$ cat src/rtl/ball_collision_det.sv
// -----------------------------------------------------------------------------
// ball_collision_det
//
// Upstream stage of the ball x-position mover. Detects when the ball centre
// enters either paddle's hit zone and raises collision_det. The level is held
// until the mover reacts by changing x_pos, or until HOLD_MAX cycles elapse.
// After release, a lockout ignores the zones until LOCKOUT_STEPS further x_pos
// changes have been seen, so one bounce cannot trigger twice. Independent
// wall-reached detectors emit one-cycle miss pulses for the scoring logic.
//
// Pipeline: stage 1 registers the zone compares; stage 2 is the FSM with
// registered outputs. Input change to collision_det rise is 2 cycles.
// Miss pulses have 1 cycle latency. No input reaches an output
// combinationally.
//
// Ports:
//   pclk          in   1   pixel clock, all logic on the rising edge
//   reset         in   1   synchronous, active-high
//   x_pos         in  12   ball centre x (from the x mover)
//   y_pos         in  12   ball centre y
//   paddle_l_y    in  12   left paddle top edge
//   paddle_r_y    in  12   right paddle top edge
//   collision_det out  1   high while a hit is pending for the mover
//   hit_left      out  1   one-cycle pulse on entry to HIT from the left zone
//   hit_right     out  1   one-cycle pulse on entry to HIT from the right zone
//   miss_left     out  1   one-cycle pulse when the ball reaches the left wall
//   miss_right    out  1   one-cycle pulse when the ball reaches the right wall
// -----------------------------------------------------------------------------
module ball_collision_det #(
    parameter int BALL_R        = 10,
    parameter int PADDLE_L_X    = 30,
    parameter int PADDLE_R_X    = 993,
    parameter int PADDLE_H      = 100,
    parameter int SCREEN_MAX_X  = 1023,
    parameter int LOCKOUT_STEPS = 4,
    parameter int HOLD_MAX      = 1_000_000
) (
    input  logic        pclk,
    input  logic        reset,
    input  logic [11:0] x_pos,
    input  logic [11:0] y_pos,
    input  logic [11:0] paddle_l_y,
    input  logic [11:0] paddle_r_y,
    output logic        collision_det,
    output logic        hit_left,
    output logic        hit_right,
    output logic        miss_left,
    output logic        miss_right
);

    // Counter widths; never allowed to collapse to zero bits.
    localparam int HOLD_W = (HOLD_MAX < 2)      ? 1 : $clog2(HOLD_MAX + 1);
    localparam int LOCK_W = (LOCKOUT_STEPS < 1) ? 1 : $clog2(LOCKOUT_STEPS + 1);

    // All geometry is evaluated in 13 bits so the sums never wrap.
    localparam logic [12:0] RADIUS  = 13'(BALL_R);
    localparam logic [12:0] L_EDGE  = 13'(PADDLE_L_X + BALL_R);
    localparam logic [12:0] R_EDGE  = 13'(PADDLE_R_X);
    localparam logic [12:0] Y_SPAN  = 13'(PADDLE_H + BALL_R);
    localparam logic [12:0] WALL_R  = 13'(SCREEN_MAX_X);
    localparam logic [11:0] WALL_L  = 12'(BALL_R);

    localparam logic [HOLD_W-1:0] HOLD_LAST  = HOLD_W'(HOLD_MAX - 1);
    localparam logic [LOCK_W-1:0] LOCK_START = LOCK_W'(LOCKOUT_STEPS);

    typedef enum logic [1:0] {
        IDLE    = 2'd0,
        HIT     = 2'd1,
        LOCKOUT = 2'd2
    } state_t;

    // -------------------------------------------------------------------------
    // Stage 1: zone compares and wall detection (index 0 = left, 1 = right)
    // -------------------------------------------------------------------------
    logic [12:0] x13;
    logic [12:0] y13;
    logic [11:0] pad_y [2];
    logic [1:0]  x_ok;
    logic [1:0]  y_ok;
    logic [1:0]  zone_d;
    logic [1:0]  zone_q;
    logic [1:0]  at_wall;
    logic [1:0]  at_wall_q;
    logic [1:0]  miss_d;
    logic [1:0]  miss_q;

    assign x13      = {1'b0, x_pos};
    assign y13      = {1'b0, y_pos};
    assign pad_y[0] = paddle_l_y;
    assign pad_y[1] = paddle_r_y;

    assign x_ok[0]    = (x13 <= L_EDGE);
    assign x_ok[1]    = ((x13 + RADIUS) >= R_EDGE);
    assign at_wall[0] = (x_pos == WALL_L);
    assign at_wall[1] = ((x13 + RADIUS) == WALL_R);

    // The vertical test is identical for both paddles.
    generate
        for (genvar gi = 0; gi < 2; gi++) begin : g_side
            logic [12:0] top13;
            assign top13      = {1'b0, pad_y[gi]};
            assign y_ok[gi]   = ((y13 + RADIUS) >= top13) && (y13 <= (top13 + Y_SPAN));
            assign zone_d[gi] = x_ok[gi] && y_ok[gi];
            // Rising edge of the wall condition only; no repeat while parked.
            assign miss_d[gi] = at_wall[gi] && !at_wall_q[gi];
        end
    endgenerate

    always_ff @(posedge pclk) begin
        if (reset) begin
            zone_q    <= 2'b00;
            // History starts "at wall" so a ball parked at a wall during
            // reset does not produce a spurious miss.
            at_wall_q <= 2'b11;
            miss_q    <= 2'b00;
        end else begin
            zone_q    <= zone_d;
            at_wall_q <= at_wall;
            miss_q    <= miss_d;
        end
    end

    // -------------------------------------------------------------------------
    // Stage 2: hit / lockout FSM
    // -------------------------------------------------------------------------
    state_t            state_q, state_d;
    logic [11:0]       x_hit_q, x_hit_d;
    logic [11:0]       x_prev_q;
    logic [HOLD_W-1:0] hold_cnt_q, hold_cnt_d;
    logic [LOCK_W-1:0] lock_cnt_q, lock_cnt_d;
    logic              collision_det_q, collision_det_d;
    logic [1:0]        hit_q, hit_d;
    logic              release_hit;
    logic              x_moved;

    // The mover has reacted, or it never did and the hold timed out.
    assign release_hit = (x_pos != x_hit_q) || (hold_cnt_q == HOLD_LAST);
    assign x_moved     = (x_pos != x_prev_q);

    // State register (plus the registered datapath/outputs it owns)
    always_ff @(posedge pclk) begin
        if (reset) begin
            state_q         <= IDLE;
            x_hit_q         <= '0;
            x_prev_q        <= '0;
            hold_cnt_q      <= '0;
            lock_cnt_q      <= '0;
            collision_det_q <= 1'b0;
            hit_q           <= 2'b00;
        end else begin
            state_q         <= state_d;
            x_hit_q         <= x_hit_d;
            x_prev_q        <= x_pos;
            hold_cnt_q      <= hold_cnt_d;
            lock_cnt_q      <= lock_cnt_d;
            collision_det_q <= collision_det_d;
            hit_q           <= hit_d;
        end
    end

    // Next-state logic
    always_comb begin
        state_d = state_q;
        unique case (state_q)
            IDLE: begin
                if (zone_q[0] || zone_q[1]) begin
                    state_d = HIT;
                end
            end
            HIT: begin
                if (release_hit) begin
                    state_d = LOCKOUT;
                end
            end
            LOCKOUT: begin
                if (lock_cnt_q == '0) begin
                    state_d = IDLE;
                end
            end
            default: state_d = IDLE;
        endcase
    end

    // Output / datapath logic (values registered by the state register)
    always_comb begin
        collision_det_d = 1'b0;
        hit_d           = 2'b00;
        x_hit_d         = x_hit_q;
        hold_cnt_d      = hold_cnt_q;
        lock_cnt_d      = lock_cnt_q;
        unique case (state_q)
            IDLE: begin
                if (zone_q[0] || zone_q[1]) begin
                    collision_det_d = 1'b1;
                    x_hit_d         = x_pos;
                    hold_cnt_d      = '0;
                    // Left wins when both zones are true.
                    hit_d           = zone_q[0] ? 2'b01 : 2'b10;
                end
            end
            HIT: begin
                if (release_hit) begin
                    lock_cnt_d = LOCK_START;
                end else begin
                    collision_det_d = 1'b1;
                    hold_cnt_d      = hold_cnt_q + HOLD_W'(1);
                end
            end
            LOCKOUT: begin
                if ((lock_cnt_q != '0) && x_moved) begin
                    lock_cnt_d = lock_cnt_q - LOCK_W'(1);
                end
            end
            default: begin
                collision_det_d = 1'b0;
            end
        endcase
    end

    assign collision_det = collision_det_q;
    assign hit_left      = hit_q[0];
    assign hit_right     = hit_q[1];
    assign miss_left     = miss_q[0];
    assign miss_right    = miss_q[1];

endmodule

$ cat config.mk
export PLATFORM = sky130hd
export DESIGN_NAME = ball_collision_det
export DESIGN_NICKNAME = d
export VERILOG_FILES = /design/src/rtl/ball_collision_det.sv
export SDC_FILE = /design/constraint.sdc
export NUM_CORES = 1
export LEC_CHECK = 0
export CAP_MARGIN = 30
export CORE_MARGIN = 8
export CORE_UTILIZATION = 57
export DETAILED_ROUTE_END_ITERATION = 10
export PLACE_DENSITY = 0.81
export SKIP_CTS_REPAIR_TIMING = 1
export SLEW_MARGIN = 20
export SYNTH_ARGS = -nofsm -noshare
export SYNTH_HDL_FRONTEND = slang
export SYNTH_SLANG_ARGS = --single-unit
$ cat constraint.sdc
create_clock -name pclk -period 2.9 [get_ports pclk]
set_input_delay 0.29 -clock pclk [delete_from_list [all_inputs] [get_ports pclk]]
set_output_delay 0.29 -clock pclk [all_outputs]
set_load 0.03 [all_outputs]
==> results.py <==
metrics = {
    "run_status": {
        "status": "finished, final reports clean",
    },
    "layout": {
        "final_cells": 726,
        "multi_input_area_um2": 3080,
        "diodes": 0,
        "fin_nets": 722,
        "area_growth_pct": 21.15,
        "mostFrequentLayoutCells": "58 x dfxtp_1, 54 x clkdlybuf4s50_1, 53 x ha_1, 47 x nand2_1, 46 x a21oi_1",
        "drive_gt1_frac": 0.1090,
        "regArea_um2": 1161,
        "final_common_cell": "dfxtp_1",
        "fillers": 584,
        "final_util": 0.7113,
    },
    "clock_tree": {
        "cts.clk_slew.worst_paths_ns": 0.06,
        "clock_path_buffers": 2,
        "cts_inserted_buffers": 9,
        "h-tree-depth": 3,
        "cts_tree": "done",
        "cts_sinks": 58,
        "cts_root_buffer": "clkbuf_8",
        "clk_latency_ns": 0.34,
    },
    "timing": {
        "slew_headroom": 0.5793,
        "fin_crit_sh": 0.9701,
        "rsz0062_at_grt": "false",
        "worst_pin_slew_ns": 0.6310,
        "whs_ns": 0.4114,
        "slew_violations": 0,
        "setup_violations": 0,
        "period_minus_slack_ns": 2.813,
        "hold_viol": 0,
        "max_freq_mhz": 355.5,
        "skew_ns": 0.009288,
    },
    "global_routing": {
        "grt_antenna_before_repair": 0,
        "grt_pass1_wl_um": 19690,
        "grt_pass1_vias": 4250,
        "grt_max_degree": 44,
        "grt.overflow.total": 0,
        "track_usage": 0.2119,
    },
    "floorplan": {
        "die_h_um": 105.2,
        "core_um2": 7727,
        "row_count": 32,
        "die_width_um": 105.2,
        "dieArea_um2": 11070,
        "io_pins": 55,
        "initial_core_util": 0.5871,
    },
    "setup_path": {
        "cp-start-kind": "primary input",
        "arrival_ns": 3.05,
        "cp_max_fo": 3,
        "worstSetupPathType": "primary input to flip-flop",
        "r2r_end": "hold_cnt_q[0]",
        "critPathLaunch": "paddle_l_y[2]",
        "crit_required_ns": 3.14,
        "rr_startpoint": "hold_cnt_q[0]",
        "critPathCaptureType": "flip-flop",
        "endpoint": "zone_q[0]",
        "reg2regPathDepth": 9,
        "rrSetupSlack_ns": 0.61,
    },
    "yosys": {
        "synth-edff-count": 0,
        "synth_cell_types": 59,
        "syn-num-nets": 652,
        "ys.flop_type": "dfxtp_1",
        "syn_area_um2": 4537,
        "ys_async_sr_fraction": 0,
        "ys_seq_area_frac": 0.2559,
        "synth-seq-cells": 58,
        "syn_avg_cell_area_um2": 8.264,
        "postSynthCellCount": 549,
        "synth_warnings": 0,
    },
    "route": {
        "vias_per_cell": 5.893,
        "drt_wl_total_um": 11670,
        "drt_iter0_drc": 221,
        "post_drt_wl_per_cell_um": 16.08,
        "final_antenna_net_count": 0,
        "dr.pass1.iters": 5,
        "vias": 4278,
        "drc": 0,
    },
    "place": {
        "dpl.cell_count": 710,
        "dp_hpwl_um": 9101,
        "gp_congestion": 0.9141,
        "numPortBuffers": 54,
    },
    "pwr": {
        "p_int_uw": 1581,
        "seqPwrFrac": 0.382,
        "leakagePower_uw": 0.002227,
        "swShare": 0.2778,
        "power_density_nw_per_um2": 398.2,
        "ir_drop_mv": 0.3566,
        "clkPwrFrac": 0.375,
        "p_switching_uw": 607.9,
        "power_uw": 2189,
        "p_comb_frac": 0.243,
    },
    "min_path": {
        "hp-class": "flip-flop to flip-flop",
        "holdPathStages": 1,
    },
    "flow_run": {
        "cap_violations": 0,
    },
}
## cells in the mapped netlist, types with 9 or more instances
cell type | n | share of area
nor3_1 | 13 | 0.014
xnor2_1 | 30 | 0.058
or4_1 | 9 | 0.015
nor4_1 | 9 | 0.012
xor2_1 | 18 | 0.035
or3_1 | 9 | 0.012
nand4_1 | 23 | 0.032
inv_1 | 34 | 0.028
ha_1 | 53 | 0.15
nor2_1 | 25 | 0.021
a21oi_1 | 46 | 0.051
o21ai_0 | 20 | 0.022
nand3_1 | 21 | 0.023
dfxtp_1 | 58 | 0.26
nand2_1 | 47 | 0.039
clkbuf_1 | 12 | 0.0099
nor2b_1 | 15 | 0.021
a21o_1 | 14 | 0.023
## worst min-delay path by stage
stage / end / slack [ns] / start
3_3_place_gp: miss_q[0] / 0.39 / at_wall_q[0]
3_5_place_dp: miss_q[0] / 0.40 / at_wall_q[0]
2_1_floorplan: miss_q[0] / 0.37 / at_wall_q[0]
6_report: miss_q[0] / 0.41 / at_wall_q[0]
4_1_cts: miss_q[0] / 0.42 / at_wall_q[0]
5_1_grt: miss_q[0] / 0.42 / at_wall_q[0]
## stage by stage
step	cell area (um^2)	setup slack (ns)	TNS, ns
floorplan	4537	0.4413	0
global placement	5270	-0.1055	-0.1055
detailed placement	5270	-0.2252	-0.3049
CTS	5489	0.1338	0
global route	5497	0.01464	0
finish	5497	0.08682	0
## layout make-up
cell class,count,area share
multi-input cells,430,0.5604
flip-flops and latches,58,0.2112
repair buffers,86,0.1420
clock buffers,11,0.02572
inverters,34,0.02322
well taps,102,0.02322
clock inverters,5,0.01411
## sequential cells by signal, summed over array words and instances, names as in the netlist
register,count
collision_det,1
hit_q,2
x_prev_q,12
lock_cnt_q,3
at_wall_q,2
miss_q,2
x_hit_q,12
state_q,2
zone_q,2
hold_cnt_q,20
## power by group through the flow
stage / Clock, uW / Sequential [uW] / Combinational (uW)
2_1_floorplan: 0 / 852 / 327
3_3_place_gp: 0 / 852 / 495
3_5_place_dp: 0 / 853 / 521
4_1_cts: 842 / 835 / 524
5_1_grt: 883 / 837 / 586
6_report: 822 / 836 / 531
## routing by layer
| layer | wire length [um] | share of wire | vias to the layer above | track usage |
|---|---|---|---|---|
| met3 | 765 | 0.066 | 8 | 0.05664 |
| li1 | - | - | 2119 | - |
| met5 | 0 | 0 | - | 0 |
| met4 | 78 | 0.0067 | 0 | 0.05403 |
| met1 | 5320 | 0.46 | 2006 | 0.2716 |
| met2 | 5511 | 0.47 | 145 | 0.3435 |
## worst max-delay path, stage by stage
cell	delay, ns
clkdlybuf4s50_1	0.49
inv_1	0.08
ha_1	0.19
a21o_1	0.17
and3_1	0.23
nor2_2	0.13
xnor2_1	0.14
ha_1	0.27
and3_1	0.19
a221o_1	0.33
a21oi_1	0.15
o31ai_1	0.09
o311a_1	0.12
a311oi_1	0.19
## cell families (layout without fill, tap and decap cells)
kind of cell,after synthesis,in the layout,synth area share
AO/OA/AOI/OAI,117,117,0.1619
XOR/XNOR,54,54,0.1142
adder cells (fa/ha/maj),53,53,0.1462
buffers and inverters,61,136,0.06674
flip-flops,58,58,0.2559
multiplexers,1,1,0.002206
AND/OR/NAND/NOR,205,205,0.2529
Power figures use the tool's default switching activity.
